[src/rtl/tone_detector_if.sv]
// Interface for the tone detector: the square-wave input and the classification results.
// The detector connects through the slave modport; the driver or monitor uses master.
interface tone_detector_if #(
  parameter int unsigned CNT_W = 19
) ();
  logic             tone_in;
  logic             note_valid;
  logic [1:0]       note_code;
  logic [CNT_W-1:0] period_out;
  logic             locked;
  logic             timeout;

  modport master (
    output tone_in,
    input  note_valid,
    input  note_code,
    input  period_out,
    input  locked,
    input  timeout
  );

  modport slave (
    input  tone_in,
    output note_valid,
    output note_code,
    output period_out,
    output locked,
    output timeout
  );
endinterface

[src/rtl/tone_detector.sv]
// Measures rise-to-rise period of a square wave in clock cycles and classifies it
// as C4/F4/C5, with a lock flag after LOCK_N consecutive identical notes.
module tone_detector #(
  parameter int unsigned CNT_W   = 19,
  parameter int unsigned P_C4    = 191571,
  parameter int unsigned P_F4    = 143266,
  parameter int unsigned P_C5    = 95602,
  parameter int unsigned TOL     = 2000,
  parameter int unsigned TIMEOUT = 250000,
  parameter int unsigned LOCK_N  = 4
) (
  input  logic           clk_50MHz,
  input  logic           reset,
  tone_detector_if.slave bus
);

  localparam int unsigned MW = $clog2(LOCK_N + 1);

  localparam logic [CNT_W-1:0] C4_LO     = CNT_W'(P_C4 - TOL);
  localparam logic [CNT_W-1:0] C4_HI     = CNT_W'(P_C4 + TOL);
  localparam logic [CNT_W-1:0] F4_LO     = CNT_W'(P_F4 - TOL);
  localparam logic [CNT_W-1:0] F4_HI     = CNT_W'(P_F4 + TOL);
  localparam logic [CNT_W-1:0] C5_LO     = CNT_W'(P_C5 - TOL);
  localparam logic [CNT_W-1:0] C5_HI     = CNT_W'(P_C5 + TOL);
  localparam logic [CNT_W-1:0] TIMEOUT_C = CNT_W'(TIMEOUT);
  localparam logic [CNT_W-1:0] CNT_ONE   = CNT_W'(1);
  localparam logic [CNT_W-1:0] CNT_ZERO  = CNT_W'(0);
  localparam logic [MW-1:0]    LOCK_MAX  = MW'(LOCK_N);

  typedef enum logic [0:0] {
    ST_IDLE = 1'b0,
    ST_MEAS = 1'b1
  } state_t;

  state_t           state_q, state_d;
  logic [2:0]       sync_q, sync_d;
  logic [CNT_W-1:0] cnt_q, cnt_d;
  logic [CNT_W-1:0] period_q, period_d;
  logic [1:0]       note_code_q, note_code_d;
  logic [MW-1:0]    match_q, match_d;
  logic             note_valid_q, note_valid_d;
  logic             locked_q, locked_d;
  logic             timeout_q, timeout_d;

  logic             rise;
  logic             at_limit;
  logic [1:0]       code_new;
  logic [MW-1:0]    match_new;

  // First window that contains the period wins; the windows are disjoint at the defaults.
  function automatic logic [1:0] classify(input logic [CNT_W-1:0] p);
    logic [1:0] code;
    if ((p >= C4_LO) && (p <= C4_HI)) begin
      code = 2'd1;
    end else if ((p >= F4_LO) && (p <= F4_HI)) begin
      code = 2'd2;
    end else if ((p >= C5_LO) && (p <= C5_HI)) begin
      code = 2'd3;
    end else begin
      code = 2'd0;
    end
    return code;
  endfunction

  assign sync_d   = {sync_q[1:0], bus.tone_in};
  assign rise     = sync_q[1] & ~sync_q[2];
  assign at_limit = (cnt_q == TIMEOUT_C);
  assign code_new = classify(cnt_q);

  // Run length of identical nonzero notes, used to derive the lock flag.
  always_comb begin
    match_new = match_q;
    if (code_new == 2'd0) begin
      match_new = MW'(0);
    end else if (code_new == note_code_q) begin
      if (match_q == LOCK_MAX) begin
        match_new = match_q;
      end else begin
        match_new = match_q + MW'(1);
      end
    end else begin
      match_new = MW'(1);
    end
  end

  // All state, synchroniser and output registers.
  always_ff @(posedge clk_50MHz) begin
    if (reset) begin
      state_q      <= ST_IDLE;
      sync_q       <= 3'b000;
      cnt_q        <= CNT_ZERO;
      period_q     <= CNT_ZERO;
      note_code_q  <= 2'd0;
      match_q      <= MW'(0);
      note_valid_q <= 1'b0;
      locked_q     <= 1'b0;
      timeout_q    <= 1'b0;
    end else begin
      state_q      <= state_d;
      sync_q       <= sync_d;
      cnt_q        <= cnt_d;
      period_q     <= period_d;
      note_code_q  <= note_code_d;
      match_q      <= match_d;
      note_valid_q <= note_valid_d;
      locked_q     <= locked_d;
      timeout_q    <= timeout_d;
    end
  end

  // Next-state logic: a timeout without a coinciding rise returns to IDLE.
  always_comb begin
    state_d = state_q;
    case (state_q)
      ST_IDLE: begin
        if (rise) begin
          state_d = ST_MEAS;
        end else begin
          state_d = ST_IDLE;
        end
      end
      ST_MEAS: begin
        if (at_limit && !rise) begin
          state_d = ST_IDLE;
        end else begin
          state_d = ST_MEAS;
        end
      end
      default: state_d = ST_IDLE;
    endcase
  end

  // Counter and result updates; a rise on the timeout cycle counts as a timeout and restarts.
  always_comb begin
    cnt_d        = cnt_q;
    period_d     = period_q;
    note_code_d  = note_code_q;
    match_d      = match_q;
    locked_d     = locked_q;
    note_valid_d = 1'b0;
    timeout_d    = 1'b0;
    case (state_q)
      ST_IDLE: begin
        if (rise) begin
          cnt_d = CNT_ONE;
        end else begin
          cnt_d = CNT_ZERO;
        end
      end
      ST_MEAS: begin
        if (at_limit) begin
          timeout_d   = 1'b1;
          note_code_d = 2'd0;
          locked_d    = 1'b0;
          match_d     = MW'(0);
          if (rise) begin
            cnt_d = CNT_ONE;
          end else begin
            cnt_d = CNT_ZERO;
          end
        end else if (rise) begin
          note_valid_d = 1'b1;
          period_d     = cnt_q;
          note_code_d  = code_new;
          match_d      = match_new;
          locked_d     = (match_new == LOCK_MAX);
          cnt_d        = CNT_ONE;
        end else begin
          cnt_d = cnt_q + CNT_ONE;
        end
      end
      default: cnt_d = CNT_ZERO;
    endcase
  end

  assign bus.note_valid = note_valid_q;
  assign bus.note_code  = note_code_q;
  assign bus.period_out = period_q;
  assign bus.locked     = locked_q;
  assign bus.timeout    = timeout_q;

endmodule

[src/flat_wrapper.sv]
// flat-port wrapper written by rule: the top's interface ports become plain ports
module tone_detector_flat 
#(
  parameter int unsigned CNT_W   = 19,
  parameter int unsigned P_C4    = 191571,
  parameter int unsigned P_F4    = 143266,
  parameter int unsigned P_C5    = 95602,
  parameter int unsigned TOL     = 2000,
  parameter int unsigned TIMEOUT = 250000,
  parameter int unsigned LOCK_N  = 4
)
  (clk_50MHz, reset, bus_tone_in, bus_note_valid, bus_note_code, bus_period_out, bus_locked, bus_timeout);
  tone_detector_if #(.CNT_W(CNT_W)) bus_i ();
  input  logic clk_50MHz;
  input  logic reset;
  input wire logic [$bits(bus_i.tone_in)-1:0] bus_tone_in;
  output wire logic [$bits(bus_i.note_valid)-1:0] bus_note_valid;
  output wire logic [$bits(bus_i.note_code)-1:0] bus_note_code;
  output wire logic [$bits(bus_i.period_out)-1:0] bus_period_out;
  output wire logic [$bits(bus_i.locked)-1:0] bus_locked;
  output wire logic [$bits(bus_i.timeout)-1:0] bus_timeout;
  assign bus_i.tone_in = bus_tone_in;
  assign bus_note_valid = bus_i.note_valid;
  assign bus_note_code = bus_i.note_code;
  assign bus_period_out = bus_i.period_out;
  assign bus_locked = bus_i.locked;
  assign bus_timeout = bus_i.timeout;
  tone_detector #(.CNT_W(CNT_W), .P_C4(P_C4), .P_F4(P_F4), .P_C5(P_C5), .TOL(TOL), .TIMEOUT(TIMEOUT), .LOCK_N(LOCK_N)) u_core (.clk_50MHz(clk_50MHz), .reset(reset), .bus(bus_i));
endmodule
[config.mk]
export PLATFORM = sky130hd
export DESIGN_NAME = tone_detector_flat
export DESIGN_NICKNAME = d
export VERILOG_FILES = /design/src/rtl/tone_detector_if.sv /design/src/rtl/tone_detector.sv /design/src/flat_wrapper.sv
export SDC_FILE = /design/constraint.sdc
export NUM_CORES = 1
export LEC_CHECK = 0
export ABC_AREA = 1
export CORE_ASPECT_RATIO = 0.9
export CORE_MARGIN = 3
export CORE_UTILIZATION = 30
export CTS_CLUSTER_DIAMETER = 40
export CTS_CLUSTER_SIZE = 10
export DETAILED_ROUTE_END_ITERATION = 16
export PLACE_DENSITY = 0.47
export SETUP_SLACK_MARGIN = 0.15
export SLEW_MARGIN = 25
export SYNTH_ARGS = -nofsm -noshare
export SYNTH_HDL_FRONTEND = slang
export SYNTH_SLANG_ARGS = --single-unit
export TNS_END_PERCENT = 1
[constraint.sdc]
create_clock -name clk_50MHz -period 1.7 [get_ports clk_50MHz]
set_input_delay 0.17 -clock clk_50MHz [delete_from_list [all_inputs] [get_ports clk_50MHz]]
set_output_delay 0.17 -clock clk_50MHz [all_outputs]
set_load 0.01 [all_outputs]
# Yosys cells after proc, flatten, opt, wreduce, memory -nomap -nowiden

Cells that the tools add are included.

Bits in registers: 50
Bits of input ports: 3
Memories kept: 0
Bits in latches: 0
Bits in writable memories: 0
ROM bits: 0
Word-level logic and storage cells: 56

Reduce and logical (&&, ||, !) cells: 11
Multipliers: 0
$lt $le $gt $ge: 6
Mux-type cells: 20
Shift operators: 0
Equal/unequal tests: 4
Add/subtract/negate cells: 2
Bitwise operators: 4
Div/mod/pow operators: 0

Operator list:

| operator                | count |
|---|---|
| $ge A19 B18 Y1 const B  | 2 |
| $le A19 B18 Y1 const B  | 2 |
| $mux W19                | 2 |
| $pmux W19 S2            | 1 |
| $add A19 B1 Y19 const B | 1 |
| $eq A19 B18 Y1 const B  | 1 |
| $ge A19 B17 Y1 const B  | 1 |
| $le A19 B17 Y1 const B  | 1 |
| $mux W3                 | 5 |
| $mux W2                 | 5 |
| $eq A3 B3 Y1 const B    | 2 |
| $mux W1                 | 6 |
| $logic_and A1 B1 Y1     | 4 |
| $add A3 B1 Y3 const B   | 1 |
| $not A1 Y1              | 3 |
| $reduce_and A3 Y1       | 1 |
| $reduce_or A3 Y1        | 1 |
| $eq A2 B2 Y1            | 1 |
| $logic_not A2 Y1        | 1 |
| $pmux W1 S2             | 1 |
| $reduce_and A2 Y1       | 1 |
| $reduce_bool A2 Y1      | 1 |
| $reduce_or A2 Y1        | 1 |
| $and A1 B1 Y1           | 1 |
| $logic_not A1 Y1        | 1 |

# Depth between registers and ports, before layout

Word-level depth: 11
Depth in mapped cells: 18

# Worst setup path before layout

OpenSTA, ideal clock, no wires.

Kind: register to register
Start point: register u_core.cnt_q[1]
End point: register u_core.cnt_q[18]
Arrival: 1.553 ns
Path buffers: 0
Period minus slack after synthesis: 1.683 ns
Slack: 0.017 ns
Library setup time: 0.129 ns
Stages on the path, launching flop included: 9
Cell sequence: dfxtp_1 ha_1 nand2_1 nor3_2 nand2_1 nor3_4 nand3_1 nor3_1 nor3_1

Word-level cells in the longest chain between the ends: 4
Elaborated cells between the ends (all ways): 5
Classes of those cells: 1 x add/sub; 1 x eq/ne; 3 x mux

RTL lines:

| what                   | RTL line             | RTL |
|---|---|---|
| start, declared        | tone_detector.sv:37  | `logic [CNT_W-1:0] cnt_q, cnt_d;` |
| start signal, assigned | tone_detector.sv:101 | `cnt_q <= cnt_d;` |
| $add A19 B1 Y19        | tone_detector.sv:169 | `cnt_d = cnt_q + CNT_ONE;` |
| $mux W19               | tone_detector.sv:161 | `end else if (rise) begin` |
| $mux W19 *             | tone_detector.sv:151 | `if (at_limit) begin` |
| $pmux W19 S2 *         | tone_detector.sv:142 | `case (state_q)` |

Mark *: on every way between the ends. The rest lies on a longest branch, timed or not.
A chain may end at the register's enable or synchronous reset.

# Worst setup path after layout

Start point: register u_core.cnt_q[2]
End point: register u_core.locked_q, in the netlist u_core.bus.locked

Word-level cells in the longest chain between the ends: 11
Elaborated cells between the ends (all ways): 22
Classes of those cells: 6 x order compare; 3 x eq/ne; 7 x mux; 6 x reduce/logical

RTL lines:

| what                                             | RTL line             | RTL |
|---|---|---|
| $ge A19 B17 Y1 or $le A19 B17 Y1 (tied branches) | tone_detector.sv:57  | `end else if ((p >= C5_LO) && (p <= C5_HI)) begin` |
| $logic_and A1 B1 Y1                              | tone_detector.sv:57  |  |
| $mux W2                                          | tone_detector.sv:57  |  |
| $mux W2                                          | tone_detector.sv:55  | `end else if ((p >= F4_LO) && (p <= F4_HI)) begin` |
| $mux W2                                          | tone_detector.sv:53  | `if ((p >= C4_LO) && (p <= C4_HI)) begin` |
| $eq A2 B2 Y1                                     | tone_detector.sv:75  | `end else if (code_new == note_code_q) begin` |
| $mux W3                                          | tone_detector.sv:75  |  |
| $mux W3                                          | tone_detector.sv:73  | `if (code_new == 2'd0) begin` |
| $eq A3 B3 Y1                                     | tone_detector.sv:166 | `locked_d = (match_new == LOCK_MAX);` |
| $mux W1                                          | tone_detector.sv:161 |  |
| $mux W1                                          | tone_detector.sv:151 |  |
| end signal, assigned                             | tone_detector.sv:106 | `locked_q <= locked_d;` |
| end, declared                                    | tone_detector.sv:42  | `logic locked_q, locked_d;` |

Parallel ways exist; a longest one is shown, timed or not. The select of a mux whose other input is x is not followed.

==> flow_summary.json <==
{
  "min_period_over_period": 1.10,
  "via_per_inst": 4.66,
  "overflow": 0,
  "synth_common_cells": "nand2_1 (79), nor2_1 (54), dfxtp_1 (50)",
  "grt_usage": 0.174,
  "drt_iter0_drc": 144,
  "whs_ps": 372,
  "ys_types": 34,
  "htreeDepth": 2,
  "drtAntennaViolNets": 0,
  "synth_edf_count": 0,
  "dieWidth_um": 110,
  "rows": 33,
  "drv_slew": 0,
  "gpl.final_weighted_congestion": 0.945,
  "period_needed_ps": 1870,
  "ys_ff_latch": 50,
  "antennaDiodeCount": 0,
  "setup_viol": 12,
  "wl_met1_um": 4400,
  "status": "finished with violations",
  "peakVddDrop_uv": 285,
  "cts_tree": "built",
  "synth_top_area_frac": 0.343,
  "critPathSlowestCell": "dfxtp_4",
  "die_area_mm2": 0.0110,
  "powerDensity_mw_per_mm2": 467,
  "worst-endpoint-arrival_ps": 2120,
  "grt_start_max_net_pins": 23,
  "cts-root-buf": "clkbuf_8",
  "layoutNonFillerInstCount": 648,
  "num_vias": 3022,
  "synth_top_area_cell": "dfxtp_1",
  "postSynthCellCount": 428,
  "setup_tns_ps": -628,
  "wl_met3_um": 372,
  "synth_flop_cell": "dfxtp_1",
  "synth_area_leaders": "dfxtp_1 (34%), nand2_1 (10%), nor2_1 (6.9%), a21oi_1 (6.0%), inv_1 (5.8%)",
  "dr.pass1.iters": 4,
  "dp.cells": 635,
  "worstHoldPathType": "input port to flop",
  "p_leak_nw": 1.73,
  "syn_area_per_cell_um2": 6.82,
  "hold_viol_final": 0,
  "grt_pass1_wl_um": 14900,
  "syn-cell-area_mm2": 0.00292,
  "synth.most_common_cell": "nand2_1",
  "crit_top_cell": "nand2_2",
  "drv_cap": 0,
  "syn_to_final_growth_pct": 46.1,
  "clk_pin_slew_ps": 100,
  "routed_wl_um": 8920,
  "drive_above_1_share": 0.392,
  "drc": 0,
  "fmax_mhz": 534,
  "routedWlPerCell_um": 13.8,
  "synth_seq_area_share": 0.343,
  "syn-num-nets": 436,
  "antenna_found_initial": 0,
  "worstPathRequired_ps": 1950,
  "coreArea_mm2": 0.00929,
  "cp_max_fo": 4,
  "critical_path.max_stage_delay_ps": 370,
  "rsz0062_at_grt": "true",
  "ctsHoldBuffers": 0,
  "die_y_um": 99.6,
  "setup_slack_ps": -172,
  "top_layer": "met4",
  "violations": "negative setup slack",
  "tightest_slew_ps": 258,
  "yosys_warnings": 0,
  "clk_path_buf_depth": 2,
  "startpoint_type": "flop",
  "numClockSinks": 50,
  "port_buffers": 26,
  "worstSetupPathType": "flop to flop",
  "synthArstFlopShare": 0,
  "path_cells": "nor2_2 -> buf_4 -> nand2_1 -> nor2_2 -> nand3b_1 -> nand3_1 -> nand2_2 -> nand2_2 -> nand2_2 -> nand2_2 -> nand3_4 -> nor2_4 -> nand2_2 -> a21oi_2",
  "grt_pass1_vias": 3036,
  "route.met2.wl_um": 3940,
  "finish.net_count": 533,
  "dp_hpwl_um": 6990,
  "insertion_delay_ps": 320,
  "skew_ps": 11.6,
  "io_pins": 27,
  "slew_headroom": 0.827,
  "cp-end-kind": "flop",
  "initial_core_util": 0.314,
  "cts-buffers-inserted": 5
}
==> cells in the final DEF (no fill, tap or decap), drive strengths merged, types with 6 or more instances in the layout <==
master         synthesis  final
nor2                  68     68
nand3                 31     31
o21ai                 24     24
inv                   63     64
nand4                  9      9
buf                   13     80
clkdlybuf4s50          0     26
nor3                  14     14
clkbuf                 3      6
dfxtp                 50     50
a21oi                 38     38
nand2                 94     94
==> worst paths after layout <==
| check | slack, ps | cells after the start | from | end |
|---|---|---|---|---|
| worst max register to register | -170 | 14 | u_core.cnt_q[2] | u_core.bus.locked |
| worst max-delay path | -170 | 14 | u_core.cnt_q[2] | u_core.bus.locked |
| worst min-delay path | 370 | 3 | bus_tone_in | u_core.sync_q[0] |
| worst min register to register | 420 | 2 | u_core.sync_q[0] | u_core.sync_q[1] |
==> metrics by stage <==
step | setup WS (ps) | utilization | cell area, um2 | power (W)
3_3_place_gp | -176 | 0.425 | 3950 | 0.00130
3_5_place_dp | -177 | 0.425 | 3950 | 0.00130
2_1_floorplan | 128 | - | 3050 | 0.00125
5_1_grt | -321 | 0.459 | 4270 | 0.00209
4_1_cts | -82.0 | 0.450 | 4180 | 0.00203
6_report | -172 | 0.459 | 4270 | 0.00199
==> registers in the layout (all words and copies together), names as in the netlist <==
| signal | flops |
|---|---|
| u_core.cnt_q | 19 |
| u_core.bus.locked | 1 |
| u_core.match_q | 3 |
| u_core.sync_q | 3 |
| u_core.bus.timeout | 1 |
| u_core.state_q | 1 |
| u_core.bus.note_code | 2 |
| u_core.bus.period_out | 19 |
| u_core.bus.note_valid | 1 |
==> cells by family (layout without fill, tap and decap cells) <==
group / count (synthesis) / count (layout) / share of synthesized area
XOR/XNOR: 3 / 3 / 0.00900
AO/OA/AOI/OAI: 70 / 70 / 0.134
AND/OR/NAND/NOR: 221 / 221 / 0.380
flip-flops: 50 / 50 / 0.343
buffers and inverters: 79 / 177 / 0.112
adder cells (fa/ha/maj): 5 / 5 / 0.0214
==> layer usage <==
| metal | GRT usage | up-vias |
|---|---|---|
| met4 | 0.0566 | 0 |
| met1 | 0.245 | 1381 |
| met5 | 0 | - |
| li1 | - | 1568 |
| met2 | 0.267 | 62 |
| met3 | 0.0337 | 11 |
==> worst max-delay path, delay by kind of cell, from the launching register on <==
kind	cells	cell delay, ps
AO/OA/AOI/OAI	1	110
buffers and inverters	1	130
flip-flops	1	370
AND/OR/NAND/NOR	12	1190
==> cell type report <==
type	instances	area (um2)
well taps	122	153
inverters	63	241
multi-input cells	299	1810
flip-flops and latches	50	1040
clock buffers	6	72.6
clock inverters	2	13.8
repair buffers	106	933
fillers	987	5020
==> power breakdown <==
| part | switching, W | leakage [nW] | internal (W) | total, W |
|---|---|---|---|---|
| logic | 0.0000469 | 1.28 | 0.0000390 | 0.0000859 |
| registers | 0.00000976 | 0.415 | 0.00117 | 0.00118 |
| clock network | 0.000436 | 0.0417 | 0.000293 | 0.000729 |
| total | 0.000493 | 1.73 | 0.00150 | 0.00199 |
==> what timing repair did <==
item,CTS,global route
resized for setup,38,19
endpoints found under the setup margin,46,46
hold endpoints to repair,0,0
pin swaps,10,13
buffers inserted,2,3
Power figures use the tool's default switching activity.
